### config.mk
export PLATFORM = sky130hd
export DESIGN_NAME = credit_fifo
export DESIGN_NICKNAME = d
export VERILOG_FILES = /design/src/rtl/credit_fifo_pkg.sv /design/src/rtl/credit_fifo_scdpram_infer.sv /design/src/rtl/credit_fifo.sv
export SDC_FILE = /design/constraint.sdc
export NUM_CORES = 1
export LEC_CHECK = 0
export CAP_MARGIN = 10
export CORE_ASPECT_RATIO = 1.75
export CORE_UTILIZATION = 58
export CTS_CLUSTER_DIAMETER = 100
export CTS_CLUSTER_SIZE = 24
export DETAILED_ROUTE_END_ITERATION = 7
export GPL_TIMING_DRIVEN = 0
export PLACE_DENSITY = 0.79
export SLEW_MARGIN = 10
export SYNTH_ARGS = -nofsm -noshare
export SYNTH_HDL_FRONTEND = slang
export SYNTH_SLANG_ARGS = --single-unit
### constraint.sdc
create_clock -name clock -period 4.6 [get_ports clock]
set_input_delay 0.92 -clock clock [delete_from_list [all_inputs] [get_ports clock]]
set_output_delay 0.92 -clock clock [all_outputs]
set_load 0.02 [all_outputs]
### src/rtl/credit_fifo_pkg.sv
// Shared types and constants for the credit-based FIFO.
// The skid occupancy type covers 0..SKID_DEPTH; data widths stay module parameters.
package credit_fifo_pkg;

    localparam int SKID_DEPTH = 2;

    typedef logic [1:0] skid_occ_t;

endpackage

### src/rtl/credit_fifo_scdpram_infer.sv
// Single-clock simple dual-port RAM, inferred, with a registered read port.
// Ports: clk; write port we/waddr/wdata; read port re/raddr -> rdata one cycle later.
// READ_NEW_DATA=0 returns the old word on a same-address read/write collision.
module scdpram_infer #(
    parameter int WIDTH         = 16,
    parameter int ADDR_WIDTH    = 4,
    parameter int DEPTH         = 2 ** ADDR_WIDTH,
    parameter int READ_NEW_DATA = 0,
    parameter     RAMSTYLE      = "M20K"
) (
    input  logic                  clk,
    input  logic                  we,
    input  logic [ADDR_WIDTH-1:0] waddr,
    input  logic [WIDTH-1:0]      wdata,
    input  logic                  re,
    input  logic [ADDR_WIDTH-1:0] raddr,
    output logic [WIDTH-1:0]      rdata
);

    logic [WIDTH-1:0] ram_q;

    if (RAMSTYLE == "MLAB") begin : g_mlab
        (* ramstyle = "MLAB" *) logic [WIDTH-1:0] mem [DEPTH];

        always_ff @(posedge clk) begin
            if (we) mem[waddr] <= wdata;
            if (re) ram_q <= mem[raddr];
        end
    end else begin : g_m20k
        (* ramstyle = "M20K" *) logic [WIDTH-1:0] mem [DEPTH];

        always_ff @(posedge clk) begin
            if (we) mem[waddr] <= wdata;
            if (re) ram_q <= mem[raddr];
        end
    end

    if (READ_NEW_DATA != 0) begin : g_new
        // Forward the write data when a read hits the address being written.
        logic             byp_q;
        logic [WIDTH-1:0] byp_data_q;

        always_ff @(posedge clk) begin
            if (re) begin
                byp_q      <= we && (waddr == raddr);
                byp_data_q <= wdata;
            end
        end

        assign rdata = byp_q ? byp_data_q : ram_q;
    end else begin : g_old
        assign rdata = ram_q;
    end

endmodule

### src/rtl/credit_fifo.sv
// Credit-flow-controlled FIFO: DEPTH-entry RAM feeding a 2-entry output skid buffer.
// Ports: clock, reset (sync, high); in_valid/in_data upstream; credit_out credit return;
// out_valid/out_data/out_ready downstream; count words held; overflow sticky violation.
module credit_fifo
    import credit_fifo_pkg::*;
#(
    parameter int WORD_WIDTH = 16,
    parameter int ADDR_WIDTH = 4,
    parameter int DEPTH      = 2 ** ADDR_WIDTH,
    parameter     RAMSTYLE   = "M20K"
) (
    input  logic                  clock,
    input  logic                  reset,
    input  logic                  in_valid,
    input  logic [WORD_WIDTH-1:0] in_data,
    output logic                  credit_out,
    output logic                  out_valid,
    output logic [WORD_WIDTH-1:0] out_data,
    input  logic                  out_ready,
    output logic [ADDR_WIDTH:0]   count,
    output logic                  overflow
);

    localparam logic [ADDR_WIDTH:0]   FULL = (ADDR_WIDTH + 1)'(DEPTH);
    localparam logic [ADDR_WIDTH-1:0] LAST = ADDR_WIDTH'(DEPTH - 1);

    logic [ADDR_WIDTH-1:0] wptr_q, wptr_d;
    logic [ADDR_WIDTH-1:0] rptr_q, rptr_d;
    logic [ADDR_WIDTH:0]   ram_occ_q, ram_occ_d;
    logic [ADDR_WIDTH:0]   count_q, count_d;
    skid_occ_t             skid_occ_q, skid_occ_d;
    logic                  inflight_q, inflight_d;
    logic [WORD_WIDTH-1:0] skid0_q, skid0_d;
    logic [WORD_WIDTH-1:0] skid1_q, skid1_d;
    logic                  credit_q, credit_d;
    logic                  overflow_q, overflow_d;

    logic                  wr_en;
    logic                  rd_en;
    logic                  fire;
    logic                  full;
    logic [2:0]            skid_load;
    logic [WORD_WIDTH-1:0] rd_data;

    function automatic logic [ADDR_WIDTH-1:0] ptr_inc(input logic [ADDR_WIDTH-1:0] p);
        return (p == LAST) ? '0 : p + 1'b1;
    endfunction

    always_comb begin
        full       = (count_q == FULL);
        fire       = (skid_occ_q != '0) && out_ready;
        wr_en      = in_valid && !full;
        // Skid slots already claimed after this cycle's pop; a new read may
        // only issue if its data will find a free slot when it lands.
        skid_load  = 3'(skid_occ_q) + 3'(inflight_q) - 3'(fire);
        rd_en      = (ram_occ_q != '0) && (skid_load < 3'(SKID_DEPTH));

        wptr_d     = wr_en ? ptr_inc(wptr_q) : wptr_q;
        rptr_d     = rd_en ? ptr_inc(rptr_q) : rptr_q;
        // Only earlier-cycle writes are readable, so a read never collides
        // with the word being written this cycle.
        ram_occ_d  = ram_occ_q + (ADDR_WIDTH + 1)'(wr_en)
                               - (ADDR_WIDTH + 1)'(rd_en);
        count_d    = count_q + (ADDR_WIDTH + 1)'(wr_en)
                             - (ADDR_WIDTH + 1)'(fire);
        inflight_d = rd_en;
        credit_d   = fire;
        overflow_d = overflow_q || (in_valid && full);

        skid0_d    = skid0_q;
        skid1_d    = skid1_q;
        skid_occ_d = skid_occ_q;
        case ({fire, inflight_q})
            2'b10: begin
                skid0_d    = skid1_q;
                skid_occ_d = skid_occ_q - 1'b1;
            end
            2'b01: begin
                if (skid_occ_q == '0) skid0_d = rd_data;
                else                  skid1_d = rd_data;
                skid_occ_d = skid_occ_q + 1'b1;
            end
            2'b11: begin
                if (skid_occ_q == 2'd1) begin
                    skid0_d = rd_data;
                end else begin
                    skid0_d = skid1_q;
                    skid1_d = rd_data;
                end
            end
            default: ;
        endcase
    end

    always_ff @(posedge clock) begin
        if (reset) begin
            wptr_q     <= '0;
            rptr_q     <= '0;
            ram_occ_q  <= '0;
            count_q    <= '0;
            skid_occ_q <= '0;
            inflight_q <= 1'b0;
            skid0_q    <= '0;
            skid1_q    <= '0;
            credit_q   <= 1'b0;
            overflow_q <= 1'b0;
        end else begin
            wptr_q     <= wptr_d;
            rptr_q     <= rptr_d;
            ram_occ_q  <= ram_occ_d;
            count_q    <= count_d;
            skid_occ_q <= skid_occ_d;
            inflight_q <= inflight_d;
            skid0_q    <= skid0_d;
            skid1_q    <= skid1_d;
            credit_q   <= credit_d;
            overflow_q <= overflow_d;
        end
    end

    scdpram_infer #(
        .WIDTH        (WORD_WIDTH),
        .ADDR_WIDTH   (ADDR_WIDTH),
        .DEPTH        (DEPTH),
        .READ_NEW_DATA(0),
        .RAMSTYLE     (RAMSTYLE)
    ) u_ram (
        .clk  (clock),
        .we   (wr_en),
        .waddr(wptr_q),
        .wdata(in_data),
        .re   (rd_en),
        .raddr(rptr_q),
        .rdata(rd_data)
    );

    assign credit_out = credit_q;
    assign out_valid  = (skid_occ_q != '0);
    assign out_data   = skid0_q;
    assign count      = count_q;
    assign overflow   = overflow_q;

endmodule
# Word level (Yosys, flattened, before mapping)
# Memories as Yosys holds them, arrays and structs flattened. A register that Yosys moved wholly into a read port is not among the register bits.
# Cells that the tools add are included.
[word_totals]
ramBits = 256
romBits = 0
output_inout_bits = 24
latchBits = 0
regBits = 55
elab_cells = 57
mem_count = 1
[memory_table]
columns = ["name", "depth", "width", "read_ports", "rd_ports_with_merged_regs", "write_ports", "line", "source"]
rows = [
  ["u_ram.g_m20k.mem", 16, 16, 1, 1, 1, "credit_fifo_scdpram_infer.sv:30", "(* ramstyle = \"M20K\" *) logic [WIDTH-1:0] mem [DEPTH];"],
]
[classes]
n_shift = 0
reduce_logical = 14
muxes = 11
multipliers = 0
n_lt_le_gt_ge = 1
bitwise = 0
n_eq_ne = 10
n_addsub = 10
div_mod_pow = 0
[ops]
columns = ["cell", "n"]
rows = [
  ["two-way mux 16 bit", 4],
  ["one-hot mux 16 bit (3 select lines)", 1],
  ["one-hot mux 16 bit (2 select lines)", 1],
  ["adder 5 x 1 -> 5 bit", 2],
  ["subtractor 5 x 1 -> 5 bit", 2],
  ["adder 4 x 1 -> 4 bit (second input constant)", 2],
  ["== test 4 bit (second input constant)", 2],
  ["two-way mux 4 bit", 2],
  ["inequality test 2 bit (second input constant)", 3],
  ["nonzero test 2 bit", 3],
  ["== test 5 bit (second input constant)", 1],
  ["nonzero test 5 bit", 1],
  ["== test 2 x 1 -> 1 bit (second input constant)", 2],
  ["== test 2 bit (second input constant)", 2],
  ["logical AND 1 bit", 4],
  ["one-hot mux 2 bit (2 select lines)", 1],
  ["adder 2 x 1 -> 3 bit", 1],
  ["< comparator 3 x 2 -> 1 bit (second input constant)", 1],
  ["AND reduction 3 bit", 1],
  ["nonzero test 3 bit", 1],
  ["subtractor 3 x 1 -> 3 bit", 1],
  ["adder 2 x 1 -> 2 bit (second input constant)", 1],
  ["zero test 2 bit", 1],
  ["two-way mux 1 bit", 2],
  ["other kinds (4)", 4],
]

# Longest topological paths before layout
[logic_depth]
ltp_word = 6
depth_mapped = 18
mapped_depth_nobuf = 17

# Hierarchy
# From an unflattened synthesis, not the netlist that was laid out.
[unflattened]
hier_cells = 720
area_unflattened_um2 = 12932.4
[by_module_without_submodules]
columns = ["module", "cells_per_inst", "instances", "seq_area_each_um2", "area_per_inst_um2"]
rows = [
  ["scdpram_infer", 432, 1, 8167.8, 10203.5],
  ["credit_fifo", 288, 1, 1101.1, 2728.9],
]

# Worst setup path before layout
# No wires, ideal clock.
[synth_timing]
path_type = "input to register"
startpoint = "in out_ready"
endpoint = "reg ram_occ_q[4]"
t_arrival_ns = 4.214
stages = 16
path_slack_ns = 0.312
path_cell_list = "nor2b_1 -> inv_1 -> ha_1 -> nand2b_1 -> fa_1 -> xnor2_1 -> and3_1 -> buf_2 -> ha_1 -> inv_1 -> ha_1 -> fa_1 -> a21oi_1 -> nor2_1 -> or3_1 -> a21oi_1"
[synth_between]
elab_chain_cells = 5
[synth_lines]
columns = ["element", "line", "source"]
rows = [
  ["start: declaration", "credit_fifo.sv:19", "input logic out_ready,"],
  ["logical AND 1 bit", "credit_fifo.sv:51", "fire = (skid_occ_q != '0) && out_ready;"],
  ["subtractor 3 x 1 -> 3 bit", "credit_fifo.sv:55", "skid_load = 3'(skid_occ_q) + 3'(inflight_q) - 3'(fire);"],
  ["< comparator 3 x 2 -> 1 bit", "credit_fifo.sv:56", "rd_en = (ram_occ_q != '0) && (skid_load < 3'(SKID_DEPTH));"],
  ["logical AND 1 bit", "credit_fifo.sv:56", ""],
  ["via inflight_d", "credit_fifo.sv:32", "logic inflight_q, inflight_d;"],
  ["subtractor 5 x 1 -> 5 bit", "credit_fifo.sv:63", "- (ADDR_WIDTH + 1)'(rd_en);"],
  ["end signal: assignment", "credit_fifo.sv:110", "ram_occ_q <= ram_occ_d;"],
  ["end: declaration", "credit_fifo.sv:29", "logic [ADDR_WIDTH:0] ram_occ_q, ram_occ_d;"],
]
# The timed path passes the listed nets, and every way through them passes these cells.
# A chain may end at the register's enable or synchronous reset.

# Worst setup path in the final report
# Ends and elaborated chain as after synthesis.

==> impl_metrics.toml <==
[run_status]
status = "finished, final reports clean"

[floorplanning]
core_mm2 = 0.0216
initial_utilization_pct = 59.4
die_w_um = 114
dieArea_mm2 = 0.0227
io_pins = 44
die_y_um = 199
placementRows = 71

[setup_path]
arrival_ns = 4.84
regToRegEndpoint = "ram_occ_q[4]"
r2r.worst_path.cells = 18
cp-start-kind = "input port"
endpoint_kind = "flop"
max_stage_delay_ns = 0.54
crit_path_top_delay_cell = "clkdlybuf4s50_1"
worstSetupPathType = "input port to flop"
crit_required_ns = 5.04
worstPathCellList = "clkdlybuf4s50_1, nor2b_4, inv_1, ha_4, nand2b_1, fa_1, xnor2_1, and3_1, buf_4, ha_1, inv_1, ha_1, fa_1, a21oi_1, nor2_1, or3_1, a21oi_1"
r2r-start = "skid_occ_q[1]"
crit_fanout = 22
r2r_slack_ns = 0.32

[clock_tree]
clkSinkCount = 327
clockBufferDepth = 3
cts_buffers = 17
cts.clk_slew.worst_paths_ns = 0.10
post_cts_buffers = 0
clk-insertion-delay-late_ns = 0.51
h-tree-depth = 1
cts_tree = "built"
clockRootBuffer = "clkbuf_16"

[sta]
relSlewSlack_pct = 41.8
worst_pin_slew_ns = 0.869
worst_slack_ns = 0.201
tns_ns = 0
finalMaxSlewViolations = 0
setup_viol = 0
period_needed_ns = 4.40
fin_skew_ns = 0.0183
fmax_mhz = 227
hold_viol_final = 0
fin_crit_sh_pct = 95.6
rsz0062_at_grt = "false"

[synthesis]
synth_edf_count = 272
synth_warnings = 0
synthMuxAreaShare_pct = 12.8
seq_area_frac_synth_pct = 72.3
synthArstFlopShare_pct = 0
synthFlopType = "edfxtp_1"
synth.avg_cell_area_um2 = 18.2
synthSimpleGateAreaFrac_pct = 5.22
synth_top_family_by_area = "multiplexers"
synth_cell_types = 43
synth_compound_area_share_pct = 4.73
synth_top_area_share_pct = 63.7
synth_top_cells_by_area = "edfxtp_1, mux4_2, dfxtp_1"
yosysMostFrequentCell = "edfxtp_1"
yosys.area_share.adder_pct = 2.32
syn_area_mm2 = 0.0128
synth_seq_cells = 327
synth_top_area_cell = "edfxtp_1"
synthXorXnorAreaFrac_pct = 0.683
synth_commonest_cells = "edfxtp_1, mux4_2, nor2_1"
syn_inst = 706
synth_nets = 748

[global_route]
grt_pass1_wl_mm = 40.0
grt_max_degree = 26
groute.usage.overall_pct = 24.2
overflow = 0
first_global_vias = 7056
antenna_found_initial = 0

[drt]
vias = 6578
post-route-drc-count = 0
via_per_inst = 6.06
ant_nets = 0
wire_per_inst_um = 24.0
dr.pass1.iters = 5
drt_iter0_drc = 557
routed_wl_mm = 26.1

[worst_hold_path]
holdPathStages = 2
min_to = "out_data[3]"
holdCritPathClass = "flop to flop"
hold_start = "out_data[3]"

[placement]
port_buffers = 42
detailed_place_hpwl_mm = 17.7
dpl_worst_slack_ns = -0.716
place_congestion = 0.773

[power]
total_power_mw = 7.33
peakVddDrop_mv = 0.350
power_leakage_nw = 4.63
p_per_area_mw_per_mm2 = 509

[job]
cap_violations = 0

[final_layout]
final_layout_size_suffix_gt1_share_pct = 19.9
fin_nets = 825
antenna_cells = 0
utilization_pct = 66.6
syn_to_final_growth_pct = 12.1
-- timing repair --
action,4_1_cts,5_1_grt
setup endpoints to repair,1,1
gates resized for setup,2,2
hold buffers,0,0
hold endpoints to repair,0,0
pin swaps,0,0
-- worst max-delay path by stage --
stage | startpoint | endpoint | slack [ns] | depth (start not counted)
finish | out_ready | ram_occ_q[4] | 0.20 | 17
global placement | out_ready | ram_occ_q[4] | -0.64 | 17
floorplan | out_ready | ram_occ_q[4] | 0.31 | 16
global route | out_ready | ram_occ_q[4] | 0.03 | 17
detailed placement | out_ready | ram_occ_q[4] | -0.72 | 17
CTS | out_ready | ram_occ_q[4] | 0.06 | 17
-- placed cells by master (no fill, tap or decap), types with 3 or more instances in the layout --
cell | netlist | final
xnor2_1 | 4 | 4
a41oi_1 | 3 | 3
nand2b_1 | 3 | 3
a22oi_1 | 32 | 32
nor3_2 | 10 | 14
xor2_1 | 6 | 6
buf_6 | 5 | 5
buf_8 | 0 | 12
nand3_1 | 4 | 4
edfxtp_1 | 272 | 272
dfxtp_1 | 55 | 55
a221oi_2 | 10 | 10
mux4_2 | 64 | 64
ha_1 | 19 | 18
clkdlybuf4s50_1 | 0 | 42
nor2b_1 | 9 | 8
nor2_2 | 0 | 12
inv_1 | 16 | 16
clkbuf_1 | 16 | 27
mux2i_1 | 18 | 18
nor3_1 | 13 | 9
buf_1 | 5 | 5
buf_4 | 0 | 5
buf_2 | 11 | 10
a221oi_1 | 6 | 6
nor2_1 | 61 | 49
nand2_1 | 28 | 28
fa_1 | 3 | 3
a21oi_1 | 10 | 10
a21o_1 | 3 | 3
clkbuf_16 | 0 | 17
-- power by group --
part / total, mW / switching, mW / internal (mW)
logic: 2.01 / 1.09 / 0.917
registers: 3.71 / 0.167 / 3.55
clock network: 1.60 / 0.888 / 0.713
-- critical path, delay by kind of cell --
family          cells  cell delay (ns)
fa+ha+maj           5             1.54
simple gates        5             0.96
xor+xnor            1             0.16
buf+inv             4             0.94
compound gates      2             0.31
-- sequential cells by signal, summed over array words and instances, names as in the netlist, 4 cells and up --
name / cells
out_data: 16
u_ram.rdata: 16
skid1_q: 16
count: 5
wptr_q: 4
ram_occ_q: 5
rptr_q: 4
u_ram.g_m20k.mem: 256
-- cell type report --
type	count	area [um^2]
clock inverters	2	20.0
flip-flops and latches	327	9270
repair buffers	58	631
clock buffers	28	467
inverters	18	67.6
fillers	1414	7210
well taps	292	365
plain buffers	37	193
multi-input cells	324	3370
-- routing by layer --
| layer | share of wire, % | GRT usage, % | routed length (um) |
|---|---|---|---|
| met1 | 35 | 27.5 | 9080 |
| met2 | 57 | 45.7 | 14800 |
| met4 | 3.8 | 10.3 | 996 |
| met3 | 4.7 | 2.50 | 1210 |
| met5 | 0 | 0 | 0 |
-- kinds of logic after synthesis --
| logic type | after synthesis |
|---|---|
| and+or+nand+nor | 138 |
| muxes | 83 |
| buffers and inverters | 55 |
| AOI/OAI and AO/OA | 71 |
| xor gates and xnor gates | 10 |
| DFF | 327 |
| adders and majority gates | 22 |
-- stage by stage --
step	hold WS (ns)	instances	cell area (um^2)
after floorplan	0.460	706	12800
after global placement	0.468	1040	13600
after detailed placement	0.476	1056	13900
after CTS	0.501	1086	14400
after global routing	0.534	1086	14400
final	0.501	1086	14400
Power figures use the tool's default switching activity.
